### config.mk
export PLATFORM = sky130hd
export DESIGN_NAME = input_debouncer_flat
export DESIGN_NICKNAME = d
export VERILOG_FILES = /design/src/rtl/input_debouncer_if.sv /design/src/rtl/input_debouncer.sv /design/src/flat_wrapper.sv
export SDC_FILE = /design/constraint.sdc
export NUM_CORES = 1
export LEC_CHECK = 0
export CORE_ASPECT_RATIO = 1.75
export CORE_MARGIN = 4
export CORE_UTILIZATION = 47
export DETAILED_ROUTE_END_ITERATION = 8
export PLACE_DENSITY = 0.68
export SYNTH_ARGS = -nofsm -noshare
export SYNTH_HDL_FRONTEND = slang
export SYNTH_SLANG_ARGS = --single-unit
### constraint.sdc
create_clock -name clk -period 1.8 [get_ports clk]
set_input_delay 0.36 -clock clk [delete_from_list [all_inputs] [get_ports clk]]
set_output_delay 0.36 -clock clk [all_outputs]
set_load 0.01 [all_outputs]
### src/rtl/input_debouncer_if.sv
// Signal bundle between a raw-input source and the input_debouncer.
//   master : drives tick and sig_in, observes the filtered results
//   slave  : the debouncer itself
// Ports carried:
//   tick        sample strobe from the shared prescaler
//   sig_in      raw asynchronous inputs, WIDTH bits
//   sig_out     debounced, synchronised levels
//   sig_changed one-clk pulse in the cycle after sig_out[i] flips
//   busy        some channel has a debounce count in progress
//   glitch_cnt  saturating abort counter (only with DEBOUNCE_GLITCH_CNT_EN)
interface input_debouncer_if #(
   parameter int WIDTH = 4
);
   logic             tick;
   logic [WIDTH-1:0] sig_in;
   logic [WIDTH-1:0] sig_out;
   logic [WIDTH-1:0] sig_changed;
   logic             busy;
`ifdef DEBOUNCE_GLITCH_CNT_EN
   logic [7:0]       glitch_cnt;

   modport master (output tick, sig_in,
                   input  sig_out, sig_changed, busy, glitch_cnt);
   modport slave  (input  tick, sig_in,
                   output sig_out, sig_changed, busy, glitch_cnt);
`else
   modport master (output tick, sig_in,
                   input  sig_out, sig_changed, busy);
   modport slave  (input  tick, sig_in,
                   output sig_out, sig_changed, busy);
`endif
endinterface

### src/rtl/input_debouncer.sv
// Multi-channel synchroniser and counter-based debounce filter for raw
// asynchronous inputs. Each channel passes through a SYNC_STAGES flop chain;
// sig_out[i] only follows the synchronised level after it has differed from
// sig_out[i] for DEBOUNCE_CYCLES consecutive ticks.
// Ports:
//   clk  system clock, rising edge
//   rst  asynchronous active-low reset
//   bus  input_debouncer_if.slave (tick, sig_in, sig_out, sig_changed, busy,
//        glitch_cnt)
// Optional feature macro: DEBOUNCE_GLITCH_CNT_EN adds the 8-bit saturating
// glitch_cnt, counting clocks on which any channel aborts a pending count.
//
// Per-channel state (encoded by the counter, no separate state register):
//   state   | meaning
//   STABLE  | cnt == 0, synchronised input equals sig_out
//   PENDING | cnt != 0, synchronised input differs, counting qualifying ticks
module input_debouncer #(
   parameter int   WIDTH           = 4,
   parameter int   SYNC_STAGES     = 2,   // 2..4
   parameter int   DEBOUNCE_CYCLES = 16,  // >= 1
   parameter logic RESET_VAL       = 1'b0
) (
   input logic               clk,
   input logic               rst,
   input_debouncer_if.slave  bus
);

   localparam int CNT_W = $clog2(DEBOUNCE_CYCLES + 1);
   localparam logic [CNT_W-1:0] CNT_LAST = CNT_W'(DEBOUNCE_CYCLES - 1);

   logic [WIDTH-1:0][SYNC_STAGES-1:0] sync_q;
   logic [WIDTH-1:0][CNT_W-1:0]       cnt_q;
   logic [WIDTH-1:0]                  out_q;
   logic [WIDTH-1:0]                  chg_q;
   logic [WIDTH-1:0]                  s_w;
   logic [WIDTH-1:0]                  abort_w;
   logic                              busy_w;

   always_comb begin
      s_w     = '0;
      abort_w = '0;
      busy_w  = 1'b0;
      for (int i = 0; i < WIDTH; i++) begin
         s_w[i]     = sync_q[i][SYNC_STAGES-1];
         // Pending count dropped because the input went back before completion.
         abort_w[i] = (s_w[i] == out_q[i]) && (cnt_q[i] != '0);
         busy_w     = busy_w | (cnt_q[i] != '0);
      end
   end

   always_ff @(posedge clk or negedge rst) begin
      if (!rst) begin
         sync_q <= {(WIDTH*SYNC_STAGES){RESET_VAL}};
         cnt_q  <= '0;
         out_q  <= {WIDTH{RESET_VAL}};
         chg_q  <= '0;
      end else begin
         for (int i = 0; i < WIDTH; i++) begin
            sync_q[i] <= {sync_q[i][SYNC_STAGES-2:0], bus.sig_in[i]};
            chg_q[i]  <= 1'b0;
            if (s_w[i] == out_q[i]) begin
               cnt_q[i] <= '0;
            end else if (bus.tick) begin
               if (cnt_q[i] == CNT_LAST) begin
                  out_q[i] <= s_w[i];
                  cnt_q[i] <= '0;
                  chg_q[i] <= 1'b1;
               end else begin
                  cnt_q[i] <= cnt_q[i] + 1'b1;
               end
            end
         end
      end
   end

`ifdef DEBOUNCE_GLITCH_CNT_EN
   logic [7:0] glitch_q;

   // Simultaneous aborts on several channels count once; saturates at 8'hFF.
   always_ff @(posedge clk or negedge rst) begin
      if (!rst) begin
         glitch_q <= 8'h00;
      end else if ((|abort_w) && (glitch_q != 8'hFF)) begin
         glitch_q <= glitch_q + 8'd1;
      end
   end

   assign bus.glitch_cnt = glitch_q;
`endif

   assign bus.sig_out     = out_q;
   assign bus.sig_changed = chg_q;
   assign bus.busy        = busy_w;

endmodule

### src/flat_wrapper.sv
// flat-port wrapper written by rule: the top's interface ports become plain ports
module input_debouncer_flat 
#(
   parameter int   WIDTH           = 4,
   parameter int   SYNC_STAGES     = 2,          
   parameter int   DEBOUNCE_CYCLES = 16,         
   parameter logic RESET_VAL       = 1'b0
)
  (clk, rst, bus_tick, bus_sig_in, bus_sig_out, bus_sig_changed, bus_busy);
  input_debouncer_if #(.WIDTH(WIDTH)) bus_i ();
  input logic clk;
  input logic rst;
  input wire logic [$bits(bus_i.tick)-1:0] bus_tick;
  input wire logic [$bits(bus_i.sig_in)-1:0] bus_sig_in;
  output wire logic [$bits(bus_i.sig_out)-1:0] bus_sig_out;
  output wire logic [$bits(bus_i.sig_changed)-1:0] bus_sig_changed;
  output wire logic [$bits(bus_i.busy)-1:0] bus_busy;
  assign bus_i.tick = bus_tick;
  assign bus_i.sig_in = bus_sig_in;
  assign bus_sig_out = bus_i.sig_out;
  assign bus_sig_changed = bus_i.sig_changed;
  assign bus_busy = bus_i.busy;
  input_debouncer #(.WIDTH(WIDTH), .SYNC_STAGES(SYNC_STAGES), .DEBOUNCE_CYCLES(DEBOUNCE_CYCLES), .RESET_VAL(RESET_VAL)) u_core (.clk(clk), .rst(rst), .bus(bus_i));
endmodule
## Word level (Yosys, flattened, before mapping)

Index checks and enable logic that the tools add are counted.

- Register bits after elaboration: 36
- Output and inout port bits: 9
- Logic and storage cells: 68

- $add $sub $neg: 4
- Equality and inequality tests: 8
- Mux-type cells: 24
- Bitwise gates (word level): 7
- Reduce and logical (&&, ||, !) cells: 12

Operators by type and width:

| cell | count |
|---|---|
| 5-bit 2-to-1 mux | 12 |
| 5-bit by 1-bit adder with 5-bit output, second input constant | 4 |
| 5-bit by 4-bit == test with 1-bit output, second input constant | 4 |
| 5-bit nonzero test | 4 |
| 1-bit 2-to-1 mux | 12 |
| 3-bit AND reduction | 4 |
| 2-bit nonzero test | 4 |
| 1-bit == test | 4 |
| 1-bit inverter | 4 |
| 1-bit bitwise OR | 3 |

## Logic depth before layout (Yosys ltp)

Gate-level depths: netlist of run 1.

- Depth after elaboration: 4
- Mapped depth: 4
- Gate-level depth less buffers: 4

## Least setup slack after synthesis of run 1

Ideal clock, no wire load.

- Path kind: reg-to-output
- Start: register u_core.cnt_q[10] (netlist bit)
- End: output bus_busy
- Arrival: 0.981 ns
- Required time: 1.440 ns
- Path slack: 0.459 ns
- Cell stages (with the launch flop): 5
- Buffers on the path: 0
- Cells stage by stage: dfrtp_1 -> inv_1 -> ha_1 -> nor4b_1 -> nand4_1

- Cells in the longest elaborated chain, start to end: 3

RTL lines:

| item | RTL line | source |
|---|---|---|
| from (decl) | input_debouncer.sv:32 | `logic [WIDTH-1:0][CNT_W-1:0] cnt_q;` |
| from (signal, indexed assignment) | input_debouncer.sv:69 | `cnt_q[i] <= cnt_q[i] + 1'b1;` |
| 5-bit nonzero test | n/a |  |
| 1-bit bitwise OR (2 in a row) | input_debouncer.sv:47 | `busy_w = busy_w \| (cnt_q[i] != '0);` |
| to (decl) | flat_wrapper.sv:17 | `output wire logic [$bits(bus_i.busy)-1:0] bus_busy;` |

No other way between the ends.

## Worst setup path after layout of run 1

- Start: register u_core.cnt_q[0] (netlist bit)
- End: output bus_busy

- Cells in the longest elaborated chain, start to end: 4

RTL lines:

| item | RTL line |
|---|---|
| 5-bit nonzero test | n/a |
| 1-bit bitwise OR (3 in a row) | input_debouncer.sv:47 |

No other way between the ends.

==> impl_metrics.env, run 1 <==
export IMPL_status="finished clean"
export IMPL_power_uw=1620
export IMPL_synthTopCellsByArea="dfrtp_1 (56%), ha_1 (6.2%), mux2_4 (3.7%)"
export IMPL_die_w_um=52.4
export IMPL_ios=16
export IMPL_via_per_inst=5.22
export IMPL_skew_ns=0.00469
export IMPL_cts_tree="built"
export IMPL_dr_pass1_iters=4
export IMPL_vias=1179
export IMPL_rows=28
export IMPL_finalCriticalPeriod_ns=1.72
export IMPL_routabilityCongestion=0.743
export IMPL_finalSetupViolCount=0
export IMPL_yosysSeqAreaShare_pct=55.6
export IMPL_critical_path_startpoint_type="register"
export IMPL_final_nets=195
export IMPL_cts_buffers=5
export IMPL_hpwl_um=2170
export IMPL_crit_required_ns=1.44
export IMPL_setup_tns_final_ns=0
export IMPL_h_tree_depth=2
export IMPL_maxCapViolCount=0
export IMPL_postSynthCellCount=140
export IMPL_ys_ff_latch=36
export IMPL_initial_core_util_pct=48.1
export IMPL_wl_um=3370
export IMPL_antenna_cells=0
export IMPL_antenna_left=0
export IMPL_die_h_um=85.6
export IMPL_drc=0
export IMPL_grt_usage_pct=16.3
export IMPL_endpoint_kind="output pin"
export IMPL_clockBufferDepth=2
export IMPL_grt_pass1_vias=1178
export IMPL_gr_total_overflow=0
export IMPL_yosysTopAreaCell="dfrtp_1"
export IMPL_tightestPinTransition_ns=0.546
export IMPL_clk_latency_ns=0.29
export IMPL_syn2layout_area_growth_pct=32.3
export IMPL_drt_initial_drc_count=38
export IMPL_grt_start_max_net_pins=37
export IMPL_cts_clk_slew_worst_paths_ns=0.07
export IMPL_grt_pass1_wl_um=5450
export IMPL_hp_class="reg -> reg"
export IMPL_antenna_found_initial=0
export IMPL_async_flop_share_pct=100
export IMPL_synth_warnings=0
export IMPL_drive_gt1_share_pct=28.7
export IMPL_slew_headroom_pct=63.3
export IMPL_leakagePower_uw=0.00111
export IMPL_fp_dieArea_um2=4480
export IMPL_ys_types=21
export IMPL_numPortBuffers=15
export IMPL_hold_violations=0
export IMPL_yosys_top_cells_count="dfrtp_1 (36), nand2_1 (16), nor2_1 (16)"
export IMPL_cts_root_buf="clkbuf_8"
export IMPL_arrival_ns=1.36
export IMPL_synth_nets=155
export IMPL_wire_per_inst_um=14.9
export IMPL_drv_slew=0
export IMPL_yosys_cell_count_top_type="dfrtp_1"
export IMPL_synth_area_per_cell_um2=11.6
export IMPL_yosys_most_used_dff="dfrtp_1"
export IMPL_irDropWorstVdd_mv=0.560
export IMPL_coreArea_um2=3360
export IMPL_power_density_nw_per_um2=755
export IMPL_netlist_area_um2=1620
export IMPL_synth_top_area_share_pct=55.6
export IMPL_path_class="reg -> out"
export IMPL_fmax_mhz=580
export IMPL_cts_num_sinks=36
export IMPL_synth_edf_count=0
export IMPL_cp_max_fo=2
export IMPL_fin_crit_sh_pct=95.8
-- routing by layer --
metal  part of all wire [%]  vias up  track usage, %  routed length [µm]
li1                       -      566               -                   -
met1                     39      588            19.4                1310
met2                     56       19            27.3                1890
met3                    3.1        6            3.13                 105
met4                    2.2        0            7.67                  74
met5                      0        -               0                   0
-- metrics by stage --
| stage | setup slack, ns | cells | hold WS (ns) | cell area (µm²) | util (%) |
|---|---|---|---|---|---|
| floorplan | 0.459 | 140 | 0.0644 | 1620 | - |
| global placement | -0.0707 | 216 | 0.335 | 1950 | 58.0 |
| detailed placement | -0.0781 | 216 | 0.338 | 1950 | 58.0 |
| CTS | 0.0378 | 224 | 0.353 | 2070 | 61.6 |
| global route | -0.0237 | 226 | 0.364 | 2140 | 63.7 |
| finish | 0.0762 | 226 | 0.351 | 2140 | 63.7 |
-- state kept, by name, summed over array words and instances (netlist names) --
name                    count
u_core.cnt_q               20
u_core.bus.sig_out          4
u_core.sync_q               4
u_core.s_w                  4
u_core.bus.sig_changed      4
-- power breakdown --
part / internal [µW] / total (µW) / switching [µW] / leakage, µW
Clock: 305 / 589 / 284 / 0.0000510
Sequential: 832 / 845 / 13.9 / 0.000479
Combinational: 89.1 / 182 / 93.0 / 0.000575
-- layout by cell type (no fill, tap or decap), types with 5 or more instances in the layout --
cell / n
clkdlybuf4s50_1: 14
nand2_1: 16
inv_2: 5
nor2_1: 16
dfrtp_1: 36
clkbuf_8: 6
buf_4: 20
nand3_1: 8
ha_1: 5
-- critical path, stage by stage, from the launching register on --
cell and delay (ns):
dfrtp_1 0.39, inv_2 0.10, ha_4 0.14, nor4b_4 0.18, nand4_1 0.12, buf_2 0.16
-- kinds of logic after synthesis --
| kind of cell | Yosys count | synth area share (%) |
|---|---|---|
| AOI/OAI and AO/OA | 16 | 6.80 |
| xor gates and xnor gates | 8 | 4.33 |
| adders and majority gates | 8 | 6.18 |
| buffers and inverters | 11 | 2.70 |
| DFF | 36 | 55.6 |
| muxes | 8 | 6.18 |
| and+or+nand+nor | 53 | 18.2 |
-- repair_timing --
action	in CTS	in global routing
setup buffers	0	2
setup endpoints to repair	1	1
hold buffers	0	0
pin swaps	0	2
gates resized for setup	9	12
-- area by class of cell --
type                       instances  area (µm²)
multi-input combinational         93         763
fill                             293        1220
inverter                           9        33.8
clock inverter                     2        10.0
clock buffer                       6        82.6
sequential                        36         901
timing repair buffer              35         295
tap                               45        56.3
-- worst paths after layout --
path	from	slack, ns	endpoint	cells past startpoint
setup / recovery	u_core.cnt_q[0]$_DFFE_PN0P_	0.08	bus_busy	5
max in group asynchronous	rst	0.99	u_core.bus.sig_out[3]$_DFFE_PN0P_	2
hold reg to reg	u_core.sync_q[6]$_DFF_PN0_	0.35	u_core.s_w[3]$_DFF_PN0_	0
hold / removal	u_core.sync_q[6]$_DFF_PN0_	0.35	u_core.s_w[3]$_DFF_PN0_	0
min in group asynchronous	rst	0.48	u_core.bus.sig_changed[1]$_DFF_PN0_	2
setup reg to reg	u_core.cnt_q[5]$_DFFE_PN0P_	0.21	u_core.bus.sig_out[1]$_DFFE_PN0P_	6
Power figures use the tool's default switching activity.
==> inputs of run 2 (changes only) <==
Settings changed: PLACE_DENSITY 0.68 to not set, PLACE_DENSITY_LB_ADDON set to 0.15.
==> impl_metrics.env, run 2 (synthesis gave the netlist of run 1 again) <==
export IMPL_place_ws_ns=-0.0784
export IMPL_pwr_share_clk_pct=36.6
export IMPL_largest_reg_flops=20
export IMPL_finalSetupViolCount=0
export IMPL_skew_ns=0.00471
export IMPL_syn2layout_area_growth_pct=30.6
export IMPL_dr_pass1_iters=4
export IMPL_hold_violations=0
export IMPL_endpoint_kind="output pin"
export IMPL_clockBufferDepth=2
export IMPL_die_w_um=52.4
export IMPL_status="finished clean"
export IMPL_worst_slack_ns=0.0674
export IMPL_cts_clk_slew_worst_paths_ns=0.07
export IMPL_critical_path_startpoint_type="register"
export IMPL_drt_initial_drc_count=20
export IMPL_grt_start_max_net_pins=37
export IMPL_ctsHoldBuffers=0
export IMPL_fillers=301
export IMPL_max_stage_delay_ns=0.39
export IMPL_fin_crit_sh_pct=96.3
export IMPL_coreArea_um2=3360
export IMPL_drive_gt1_share_pct=26.9
export IMPL_vias=1166
export IMPL_cts_buffers=5
export IMPL_regMostFlops="u_core.cnt_q"
export IMPL_antenna_found_initial=0
export IMPL_power_internal_uw=1230
export IMPL_seq_power_share_pct=52.6
export IMPL_clk_latency_ns=0.29
export IMPL_power_density_nw_per_um2=760
export IMPL_hpwl_um=2330
export IMPL_path_class="reg -> out"
export IMPL_wl_um=3260
export IMPL_antenna_left=0
export IMPL_critPathSlowestCell="dfrtp_1"
export IMPL_leakagePower_uw=0.00110
export IMPL_rsz0062_at_grt="true"
export IMPL_hp_class="reg -> reg"
export IMPL_antenna_cells=0
export IMPL_routabilityCongestion=0.780
export IMPL_combPwrFrac_pct=10.8
export IMPL_irDropWorstVdd_mv=0.524
export IMPL_layout_cells_non_filler=227
export IMPL_fin_util_pct=62.9
export IMPL_drc=0
export IMPL_switching_share_pct=23.5
export IMPL_wire_per_inst_um=14.4
export IMPL_slew_headroom_pct=64.6
export IMPL_cts_root_buf="clkbuf_8"
export IMPL_min_from="u_core.sync_q[4]$_DFF_PN0_"
export IMPL_reg2regPathDepth=6
export IMPL_cp_max_fo=2
export IMPL_rows=28
export IMPL_final_cell_mix="dfrtp_1 (36), buf_4 (21), nor2_1 (16), nand2_1 (16), clkdlybuf4s50_1 (14)"
export IMPL_final_nets=196
export IMPL_path_cells="inv_2 -> ha_1 -> nor4b_4 -> nand4_1 -> buf_2"
export IMPL_crit_required_ns=1.44
export IMPL_initial_core_util_pct=48.1
export IMPL_r2r_start="u_core.cnt_q[1]$_DFFE_PN0P_"
export IMPL_fmax_mhz=577
export IMPL_via_per_inst=5.14
export IMPL_numPortBuffers=15
export IMPL_grt_pass1_wl_um=5690
export IMPL_arrival_ns=1.37
export IMPL_whs_ns=0.350
export IMPL_finalCriticalPeriod_ns=1.73
export IMPL_cts_tree="built"
export IMPL_die_h_um=85.6
export IMPL_mostFrequentLayoutCell="dfrtp_1"
export IMPL_grt_pass1_vias=1275
export IMPL_tightestPinTransition_ns=0.528
export IMPL_maxCapViolCount=0
export IMPL_grt_usage_pct=17.3
export IMPL_rrSetupSlack_ns=0.24
export IMPL_p_sw_uw=377
export IMPL_ios=16
export IMPL_worstHoldPathCells=0
export IMPL_power_uw=1610
export IMPL_dp_cells=218
export IMPL_fp_dieArea_um2=4480
export IMPL_h_tree_depth=2
export IMPL_timing_rr_end="u_core.bus.sig_out[0]$_DFFE_PN0P_"
export IMPL_drv_slew=0
export IMPL_gr_total_overflow=0
export IMPL_cts_num_sinks=36
export IMPL_hold_path_end="u_core.s_w[2]$_DFF_PN0_"
[run 2: changes by cell type in the layout (fill, tap and decap cells not counted), sizes merged]
cell,before,now
buf,21,22
clkbuf,6,8
clkinv,2,0
[run 2: how the worst max path moves through the flow]
stage / startpoint / end / slack [ns]
floorplan: u_core.cnt_q[10]$_DFFE_PN0P_ / bus_busy / 0.46
global placement: u_core.cnt_q[10]$_DFFE_PN0P_ / bus_busy / -0.08
detailed placement: u_core.cnt_q[0]$_DFFE_PN0P_ / bus_busy / -0.08
CTS: u_core.cnt_q[15]$_DFFE_PN0P_ / bus_busy / 0.03
global route: u_core.cnt_q[1]$_DFFE_PN0P_ / bus_busy / -0.01
finish: u_core.cnt_q[15]$_DFFE_PN0P_ / bus_busy / 0.07
[run 2: metal layers]
metal / vias to the layer above / part of all wire, % / global-route usage [%]
met5: - / 0 / 0
met4: 0 / 1.9 / 7.67
met3: 8 / 3.2 / 4.17
met2: 27 / 55 / 29.3
met1: 567 / 40 / 20.1
li1: 564 / - / -
[run 2: cell type report]
type | instances | area, µm² | share of cell area, %
sequential | 36 | 901 | 42.6
multi-input combinational | 93 | 731 | 34.6
timing repair buffer | 36 | 303 | 14.3
clock buffer | 8 | 90.1 | 4.26
tap | 45 | 56.3 | 2.66
inverter | 9 | 33.8 | 1.60
[run 2: power groups by stage]
stage	combinational [µW]	sequential, µW	clock (µW)
floorplan	65.9	865	0
global placement	155	857	0
detailed placement	163	859	0
CTS	170	843	606
global route	193	846	639
finish	173	844	589
[run 2: worst max-delay path, delay by kind of cell (launching register included)]
family | cells | cell delay, ns
adder cells (fa/ha/maj) | 1 | 0.15
buffers and inverters | 2 | 0.23
flip-flops | 1 | 0.39
AND/OR/NAND/NOR | 2 | 0.33
[run 2: per-stage QoR]
stage          instance area, µm²  TNS, ns
2_1_floorplan                1620        0
3_3_place_gp                 1970  -0.0815
3_5_place_dp                 1970  -0.0784
4_1_cts                      2090        0
5_1_grt                      2110  -0.0145
6_report                     2110        0
[run 2: repair_timing]
item / in CTS / in global routing
resized for setup: 10 / 6
pin swaps: 1 / 2
endpoints found under the setup margin: 1 / 1
hold endpoints to repair: 0 / 0
buffers inserted: 0 / 1
==> inputs of run 3 (changes only) <==
Settings changed: DONT_BUFFER_PORTS set to 1, SETUP_SLACK_MARGIN set to 0.4, SKIP_LAST_GASP set to 1.
==> impl_metrics.env, run 3 (synthesis gave the netlist of run 1 again) <==
export IMPL_cp_max_fo=3
export IMPL_dr_pass1_iters=4
export IMPL_mostFrequentLayoutCell="dfrtp_1"
export IMPL_grt_pass1_wl_um=5640
export IMPL_final_nets=178
export IMPL_slew_headroom_pct=62.2
export IMPL_via_per_inst=5.56
export IMPL_vias=1163
export IMPL_hold_violations=0
export IMPL_power_density_nw_per_um2=772
export IMPL_crit_required_ns=1.44
export IMPL_antenna_cells=0
export IMPL_arrival_ns=1.32
export IMPL_whs_ns=0.0991
export IMPL_finalCriticalPeriod_ns=1.68
export IMPL_leakagePower_uw=0.00109
export IMPL_endpoint_kind="output pin"
export IMPL_critical_path_startpoint_type="register"
export IMPL_cts_clk_slew_worst_paths_ns=0.07
export IMPL_initial_core_util_pct=48.1
export IMPL_fp_dieArea_um2=4480
export IMPL_clk_latency_ns=0.28
export IMPL_rsz0062_at_grt="true"
export IMPL_largest_reg_flops=20
export IMPL_h_tree_depth=2
export IMPL_clockBufferDepth=2
export IMPL_status="finished clean"
export IMPL_grt_usage_pct=17.0
export IMPL_drive_gt1_share_pct=34.1
export IMPL_maxCapViolCount=0
export IMPL_ios=16
export IMPL_wl_um=3620
export IMPL_gr_total_overflow=0
export IMPL_rows=28
export IMPL_routabilityCongestion=0.748
export IMPL_cts_num_sinks=36
export IMPL_wire_per_inst_um=17.3
export IMPL_grt_start_max_net_pins=37
export IMPL_fmax_mhz=596
export IMPL_die_h_um=85.6
export IMPL_antenna_found_initial=0
export IMPL_cts_buffers=5
export IMPL_syn2layout_area_growth_pct=29.5
export IMPL_drc=0
export IMPL_irDropWorstVdd_mv=0.525
export IMPL_tightestPinTransition_ns=0.564
export IMPL_coreArea_um2=3360
export IMPL_path_class="reg -> out"
export IMPL_cts_tree="built"
export IMPL_drv_slew=0
export IMPL_cts_root_buf="clkbuf_8"
export IMPL_fin_crit_sh_pct=93.2
export IMPL_finalSetupViolCount=0
export IMPL_antenna_left=0
export IMPL_hpwl_um=2040
export IMPL_setup_tns_final_ns=0
export IMPL_hp_class="in -> reg"
export IMPL_regMostFlops="u_core.cnt_q"
export IMPL_numPortBuffers=0
export IMPL_die_w_um=52.4
export IMPL_drt_initial_drc_count=36
export IMPL_skew_ns=0.00625
export IMPL_grt_pass1_vias=1159
export IMPL_final_cell_mix="dfrtp_1 (33), nor2_1 (16), nand2_1 (16)"
[run 3: what timing repair did]
action,in CTS,in global routing
setup buffers,6,10
hold endpoints to repair,36,0
hold buffers,2,0
pin swaps,3,6
endpoints found under the setup margin,5,6
gates resized for setup,14,24
[run 3: path summary, 6_finish.rpt]
| kind | startpoint | end | slack, ns | depth (start not counted) |
|---|---|---|---|---|
| min in group asynchronous | rst | u_core.cnt_q[8]$_DFFE_PN0P_ | 0.55 | 2 |
| setup reg to reg | u_core.cnt_q[10]$_DFFE_PN0P_ | u_core.bus.sig_out[2]$_DFFE_PN0P_ | 0.30 | 6 |
| setup / recovery | u_core.cnt_q[16]$_DFFE_PN0P_ | bus_busy | 0.12 | 4 |
| hold / removal | bus_sig_in[2] | u_core.sync_q[4]$_DFF_PN0_ | 0.1 | 0 |
| hold reg to reg | u_core.sync_q[4]$_DFF_PN0_ | u_core.s_w[2]$_DFF_PN0_ | 0.35 | 0 |
| max in group asynchronous | rst | u_core.cnt_q[12]$_DFFE_PN0P_ | 1.05 | 2 |
[run 3: worst max-delay path, stage by stage, from the launching register on]
cell     delay, ns
dfrtp_1       0.40
inv_1         0.11
ha_4          0.14
nor4b_4       0.18
nand4_1       0.20
[run 3: power by group]
part	internal, µW	leakage (µW)	switching, µW
combinational	93.3	0.000572	92.5
clock	312	0.0000455	269
sequential	832	0.000474	18.6
[run 3: cell type report]
cell class / count / area, µm²
Sequential cell: 36 / 905
Tap cell: 45 / 56.3
Timing Repair Buffer: 18 / 165
Multi-Input combinational cell: 93 / 847
Clock buffer: 8 / 90.1
Fill cell: 277 / 1270
Inverter: 9 / 33.8
[run 3: routing by layer]
metal,up-vias,global-route usage [%],part of all wire [%]
met3,14,4.87,3.7
met2,31,28.4,55
met1,589,19.5,38
met5,-,0,0
met4,0,7.91,3.5
li1,529,-,-
[run 3: metrics by stage]
stage	setup slack [ns]	utilization, %	std cells	area [µm²]	total power, µW
2_1_floorplan	0.459	-	140	1620	931
3_3_place_gp	0.234	49.5	183	1670	941
3_5_place_dp	0.239	49.5	183	1670	947
4_1_cts	0.110	57.1	199	1920	1580
5_1_grt	0.0491	62.4	209	2100	1690
6_report	0.122	62.4	209	2100	1620
